==> src/rtl/life_vga_scan.sv <==
// Raster scanner for the Life array: 640x480 sync timing, cell read addressing and
// two-stage pipelined colour/sync output. Define LIFE_VGA_GRID_EN to overlay cell grid lines.
module life_vga_scan #(
  parameter int          H_ACTIVE   = 640,
  parameter int          H_FP       = 16,
  parameter int          H_SYNC     = 96,
  parameter int          H_BP       = 48,
  parameter int          V_ACTIVE   = 480,
  parameter int          V_FP       = 10,
  parameter int          V_SYNC     = 2,
  parameter int          V_BP       = 33,
  parameter int          CELL_SHIFT = 3,
  parameter int          N_PX       = 64,
  parameter int          N_PY       = 48,
  parameter int          N_PX_BITS  = 6,
  parameter int          N_PY_BITS  = 6,
  parameter int          STATE_BITS = 1,
  parameter logic [11:0] LIVE_RGB   = 12'h0F0,
  parameter logic [11:0] DEAD_RGB   = 12'h000,
  parameter logic [11:0] BG_RGB     = 12'h222
) (
  input  logic                  clk,
  input  logic                  rst,
  input  logic                  pix_en,
  output logic [N_PX_BITS-1:0]  adr_x_vga,
  output logic [N_PY_BITS-1:0]  adr_y_vga,
  input  logic [STATE_BITS-1:0] vga_out,
  output logic                  hsync,
  output logic                  vsync,
  output logic [11:0]           rgb,
  output logic                  frame_start,
  output logic                  vblank
);

  localparam int H_TOTAL   = H_ACTIVE + H_FP + H_SYNC + H_BP;
  localparam int V_TOTAL   = V_ACTIVE + V_FP + V_SYNC + V_BP;
  localparam int HW        = $clog2(H_TOTAL);
  localparam int VW        = $clog2(V_TOTAL);
  localparam int CELL_MASK = (1 << CELL_SHIFT) - 1;

  logic [HW-1:0] hcnt_reg;
  logic [VW-1:0] vcnt_reg;
  logic [31:0]   h32, v32, cx, cy;
  logic          h_last, v_last;
  logic          visible, in_array, hs_raw, vs_raw;

  logic [N_PX_BITS-1:0] adr_x_reg;
  logic [N_PY_BITS-1:0] adr_y_reg;
  logic                 vis_s1_reg, in_arr_s1_reg, hs_s1_reg, vs_s1_reg;
  logic [11:0]          rgb_reg, rgb_next;
  logic                 hsync_reg, vsync_reg;

`ifdef LIFE_VGA_GRID_EN
  localparam logic [11:0] GRID_RGB = 12'h444;
  logic grid_raw, grid_s1_reg;
`endif

  // Counter comparisons are done at 32 bits so parameter sums never truncate.
  assign h32    = 32'(hcnt_reg);
  assign v32    = 32'(vcnt_reg);
  assign h_last = (h32 == 32'(H_TOTAL - 1));
  assign v_last = (v32 == 32'(V_TOTAL - 1));

  always_ff @(posedge clk) begin
    if (rst) begin
      hcnt_reg <= '0;
      vcnt_reg <= '0;
    end else if (pix_en) begin
      if (h_last) begin
        hcnt_reg <= '0;
        vcnt_reg <= v_last ? '0 : vcnt_reg + VW'(1);
      end else begin
        hcnt_reg <= hcnt_reg + HW'(1);
      end
    end
  end

  // Stage S0: decode the current raster position.
  always_comb begin
    visible  = (h32 < 32'(H_ACTIVE)) && (v32 < 32'(V_ACTIVE));
    cx       = h32 >> CELL_SHIFT;
    cy       = v32 >> CELL_SHIFT;
    in_array = visible && (cx < 32'(N_PX)) && (cy < 32'(N_PY));
    hs_raw   = (h32 >= 32'(H_ACTIVE + H_FP)) && (h32 < 32'(H_ACTIVE + H_FP + H_SYNC));
    vs_raw   = (v32 >= 32'(V_ACTIVE + V_FP)) && (v32 < 32'(V_ACTIVE + V_FP + V_SYNC));
  end

`ifdef LIFE_VGA_GRID_EN
  assign grid_raw = ((h32 & 32'(CELL_MASK)) == 32'd0) || ((v32 & 32'(CELL_MASK)) == 32'd0);
`endif

  // Stage S1: present the cell address to the array and delay the pixel qualifiers.
  always_ff @(posedge clk) begin
    if (rst) begin
      adr_x_reg     <= '0;
      adr_y_reg     <= '0;
      vis_s1_reg    <= 1'b0;
      in_arr_s1_reg <= 1'b0;
      hs_s1_reg     <= 1'b0;
      vs_s1_reg     <= 1'b0;
`ifdef LIFE_VGA_GRID_EN
      grid_s1_reg   <= 1'b0;
`endif
    end else if (pix_en) begin
      adr_x_reg     <= in_array ? cx[N_PX_BITS-1:0] : '0;
      adr_y_reg     <= in_array ? cy[N_PY_BITS-1:0] : '0;
      vis_s1_reg    <= visible;
      in_arr_s1_reg <= in_array;
      hs_s1_reg     <= hs_raw;
      vs_s1_reg     <= vs_raw;
`ifdef LIFE_VGA_GRID_EN
      grid_s1_reg   <= grid_raw;
`endif
    end
  end

  // Colour select uses the array data that answers the S1 address.
  always_comb begin
    rgb_next = 12'h000;
    if (vis_s1_reg) begin
      if (!in_arr_s1_reg)
        rgb_next = BG_RGB;
`ifdef LIFE_VGA_GRID_EN
      else if (grid_s1_reg)
        rgb_next = GRID_RGB;
`endif
      else if (vga_out != '0)
        rgb_next = LIVE_RGB;
      else
        rgb_next = DEAD_RGB;
    end
  end

  // Stage S2: registered colour and active-low syncs, mutually aligned.
  always_ff @(posedge clk) begin
    if (rst) begin
      rgb_reg   <= 12'h000;
      hsync_reg <= 1'b1;
      vsync_reg <= 1'b1;
    end else if (pix_en) begin
      rgb_reg   <= rgb_next;
      hsync_reg <= ~hs_s1_reg;
      vsync_reg <= ~vs_s1_reg;
    end
  end

  assign adr_x_vga   = adr_x_reg;
  assign adr_y_vga   = adr_y_reg;
  assign rgb         = rgb_reg;
  assign hsync       = hsync_reg;
  assign vsync       = vsync_reg;
  assign frame_start = pix_en && !rst && h_last && v_last;
  assign vblank      = (v32 >= 32'(V_ACTIVE));

endmodule

==> config.mk <==
export PLATFORM = sky130hd
export DESIGN_NAME = life_vga_scan
export DESIGN_NICKNAME = d
export VERILOG_FILES = /design/src/rtl/life_vga_scan.sv
export SDC_FILE = /design/constraint.sdc
export NUM_CORES = 1
export LEC_CHECK = 0
export BUFFER_PORTS_ARGS = -buffer_cell sky130_fd_sc_hd__clkbuf_2
export CAP_MARGIN = 30
export CORE_ASPECT_RATIO = 0.7
export CORE_MARGIN = 3
export CORE_UTILIZATION = 30
export DETAILED_ROUTE_END_ITERATION = 7
export PLACE_DENSITY_LB_ADDON = 0.1
export SETUP_SLACK_MARGIN = 0.15
export SLEW_MARGIN = 0
export SYNTH_ARGS = -nofsm -noshare
export SYNTH_HDL_FRONTEND = slang
export SYNTH_SLANG_ARGS = --single-unit
export TNS_END_PERCENT = 10
==> constraint.sdc <==
create_clock -name clk -period 2.47 [get_ports clk]
set_clock_uncertainty 0.1 [all_clocks]
set_input_delay 0.1235 -clock clk [delete_from_list [all_inputs] [get_ports clk]]
set_output_delay 0.1235 -clock clk [all_outputs]
set_load 0.1 [all_outputs]
Yosys cells after proc, flatten, opt, wreduce, memory -nomap -nowiden --
Cells that the tools add are included.
Storage, ports and cells: output and inout bits 28, register bits after elaboration 50, logic and storage cells 43
Cells by class: $lt $le $gt $ge 9, bitwise operators 2, add/sub/neg operators 2, eq/ne operators 2, reduce and logical (&&, ||, !) cells 10, mux-type cells 7
Operator list (number):
- two-way mux 10 bit | 4
- adder 10 x 1 -> 10 bit, second input constant | 2
- equality test 10 bit, second input constant | 2
- >= comparator 10 x 9 -> 1 bit, second input constant | 2
- < comparator 10 bit, second input constant | 2
- < comparator 10 x 9 -> 1 bit, second input constant | 2
- two-way mux 6 bit | 2
- >= comparator 10 bit, second input constant | 1
- logical AND 1 bit | 8
- two-way mux 8 bit | 1
- < comparator 7 x 6 -> 1 bit, second input constant | 1
- < comparator 7 bit, second input constant | 1
- inverter 1 bit | 2
- AND reduction 2 bit | 1
- logical NOT 1 bit | 1

Depth between registers and ports, before layout --
word-level depth 5, depth in mapped cells 6

Least setup slack after synthesis --
OpenSTA, ideal clock, no wires.
path type register -> output, start register hcnt_reg[0], end output port frame_start, slack -917 ps, path buffers 0, arrival time 3163 ps, required time 2247 ps, cell stages (with the launch flop) 5, path through dfxtp_1 > ha_1 > nand4b_2 > or3_4 > nor3_1
On the way: longest elaborated chain between the ends 3
Ends and longest elaborated chain:
- from (decl) | RTL line 41 | logic [HW-1:0] hcnt_reg;
- from (signal assigned) | RTL line 73 | hcnt_reg <= hcnt_reg + HW'(1);
- equality test 10 bit | RTL line 61 | assign h_last = (h32 == 32'(H_TOTAL - 1));
- logical AND 1 bit (2 in a row) | RTL line 152 | assign frame_start = pix_en && !rst && h_last && v_last;
- to (decl) | RTL line 31 | output logic frame_start,
No other way between the ends.

Worst setup path after layout --
Same ends and word-level chain as after synthesis.

==> flow_metrics.tcl <==
set metrics [dict create \
    status "completed" \
    crit_type "reg -> out" \
    dp_hpwl_um 3270 \
    cts_max_level 2 \
    postCtsSetupBuffers 0 \
    dr.max_layer_used "met4" \
    placementRows 23 \
    grt_pass1_wl_um 7420 \
    cts_tree "done" \
    area_delta_synth_final_pct 14.7 \
    finalSetupTns_ns 0 \
    peakVddDrop_mv 0.244 \
    tightest_slew_ns 0.659 \
    synthDistinctLibCells 41 \
    synth_top_area_share_pct 42.3 \
    worst_skew_pair.late_latency_ns 0.29 \
    dpl_cell_area_mm2 0.00212 \
    numCtsBuffers 5 \
    fp.dieH_um 73.3 \
    viasPerCell 4.89 \
    fmax_ghz 0.450 \
    die_w_um 102 \
    layout-drive-gt1-share_pct 19.4 \
    antenna-diode-count 0 \
    finalCritPeriodShare_pct 89.9 \
    io_buffers 25 \
    syn_area_per_cell_um2 8.54 \
    fin_nets 257 \
    period_needed_ns 2.22 \
    relSlewSlack_pct 56.0 \
    synth-edff-count 0 \
    ctsResizeCount 0 \
    yosysSeqAreaShare_pct 42.3 \
    syn_area_mm2 0.00194 \
    grt_pass1_vias 1473 \
    synth.area.top_cells "dfxtp_1 42%, nor2_1 6.2%, a22oi_1 4.6%" \
    finalMaxSlewViolations 0 \
    io_pins 32 \
    clockBufferDepth 2 \
    ys_seq_elements 41 \
    synth.largest_area_cell "dfxtp_1" \
    cts.sinks 41 \
    final-hold-violation-count 0 \
    power_density_mw_per_mm2 587 \
    setup_viol 0 \
    endpoint_kind "primary output" \
    finalInstanceArea_mm2 0.00222 \
    dieArea_mm2 0.00748 \
    async_reset_ff_share_pct 0 \
    cp_cell_sequence "ha_1 > nand4b_2 > or3_4 > nor3_4 > buf_4" \
    antenna_found_initial 0 \
    crit_slowest_cell "or3_4" \
    p_leak_nw 0.829 \
    vias 1579 \
    overflow 0 \
    hold_path.class "in -> reg" \
    wl_per_cell_um 13.7 \
    ctsHoldBuffers 0 \
    wl_met2_um 1680 \
    crit_arrival_ns 2.00 \
    rsz0062_at_grt "no" \
    drc 0 \
    cp_max_fo 8 \
    slowest_delay_ns 0.43 \
    gp_congestion 0.779 \
    core_mm2 0.00599 \
    final_antenna_net_count 0 \
    hold_depth 3 \
    ys.flop_type "dfxtp_1" \
    dr.pass1.iters 4 \
    maxCapViolations 0 \
    drt_wl_total_um 4430 \
    worstPathRequired_ns 2.25 \
    wl_met3_um 188 \
    yosysWarnings 0 \
    clk_root_buffer_cell "clkbuf_8" \
    drt_iter0_drc 62 \
    syn_inst 227 \
    clk_pin_slew_ns 0.08 \
    wl_met1_um 2520 \
    grt_max_degree 31 \
    grt_usage_pct 12.6 \
    ff2ff_path_depth 5 \
    start_util_pct 32.4 \
    start_kind "flip-flop" \
]
routing by layer:
layer	vias to the layer above	GRT usage [%]
met4	0	3.49
met2	27	16.8
met1	725	19.7
li1	822	-
met5	-	0
met3	5	3.23
stage by stage:
step | instances | hold slack, ns | util [%] | total power, mW | setup slack [ns]
CTS | 323 | 0.00616 | 37.1 | 1.33 | 0.227
global route | 323 | 0.0384 | 37.1 | 1.36 | 0.166
global placement | 316 | 0.330 | 35.4 | 0.795 | 0.430
detailed placement | 316 | 0.329 | 35.4 | 0.794 | 0.398
finish | 323 | 0.0144 | 37.1 | 1.31 | 0.249
floorplan | 232 | 0.198 | - | 0.786 | 0.360
logic make-up (layout without fill, tap and decap cells):
| logic type | after synthesis | count (layout) | share of synthesized area (%) |
|---|---|---|---|
| AND/OR/NAND/NOR | 98 | 98 | 27.4 |
| flip-flops | 41 | 41 | 42.4 |
| AO/OA/AOI/OAI | 37 | 37 | 12.7 |
| buffers and inverters | 32 | 48 | 8.26 |
| XOR/XNOR | 13 | 13 | 5.87 |
| adder cells (fa/ha/maj) | 5 | 5 | 3.23 |
| other | 1 | 6 | 0.193 |
layout make-up:
cell class | count | area (um2)
clock buffers | 5 | 68.8
clock inverters | 2 | 35.0
fillers | 620 | 3760
inverters | 8 | 30.0
multi-input cells | 159 | 987
flip-flops and latches | 41 | 821
well taps | 75 | 93.8
repair buffers | 33 | 188
final timing paths:
kind	start	to	slack (ns)
max reg2reg	hcnt_reg[0]	vcnt_reg[8]	0.38
max	hcnt_reg[0]	frame_start	0.25
min	vga_out	rgb[7]	0.01
min reg2reg	rgb[5]	rgb[5]	0.36
cells in the mapped netlist (2+ instances only):
master	n
nor3_1	5
nand2_1	13
buf_2	4
or3_1	2
dfxtp_1	41
nor4_1	5
nand4bb_1	2
ha_1	5
xnor2_1	8
nor2b_1	3
nand4b_1	2
o311ai_0	2
a21oi_1	11
inv_1	8
nor2_1	32
nand3_1	9
o21ai_0	5
a22oi_1	12
nand2b_1	3
xor2_1	5
nand4_1	10
and4_1	2
clkbuf_1	10
o31ai_1	3
buf_4	9
cell usage in the layout (no fill, tap or decap), types with 3 or more instances in the layout:
cell / netlist / final
a21oi_1: 11 / 11
xnor2_1: 8 / 8
dfxtp_1: 41 / 41
nor3_1: 5 / 4
nor2_1: 32 / 32
nand2b_1: 3 / 3
conb_1: 1 / 6
a22oi_1: 12 / 12
buf_4: 9 / 9
inv_1: 8 / 8
xor2_1: 5 / 5
nand4_1: 10 / 10
nand2_1: 13 / 13
nand3_1: 9 / 9
o21ai_0: 5 / 5
clkbuf_8: 0 / 5
clkbuf_2: 1 / 24
o31ai_1: 3 / 3
nor4_1: 5 / 5
ha_1: 5 / 5
nor2b_1: 3 / 3
critical path: cells and delay by family (launching register included):
family	cells	cell delay, ns
flip-flops	1	0.37
adder cells (fa/ha/maj)	1	0.24
AND/OR/NAND/NOR	3	0.79
buffers and inverters	1	0.31
report_power, final:
part | total [mW] | switching (mW) | internal (mW)
registers | 0.671 | 0.00463 | 0.666
logic | 0.107 | 0.0912 | 0.0153
clock network | 0.528 | 0.234 | 0.294
No activity file was read; power rests on OpenSTA's default activity.
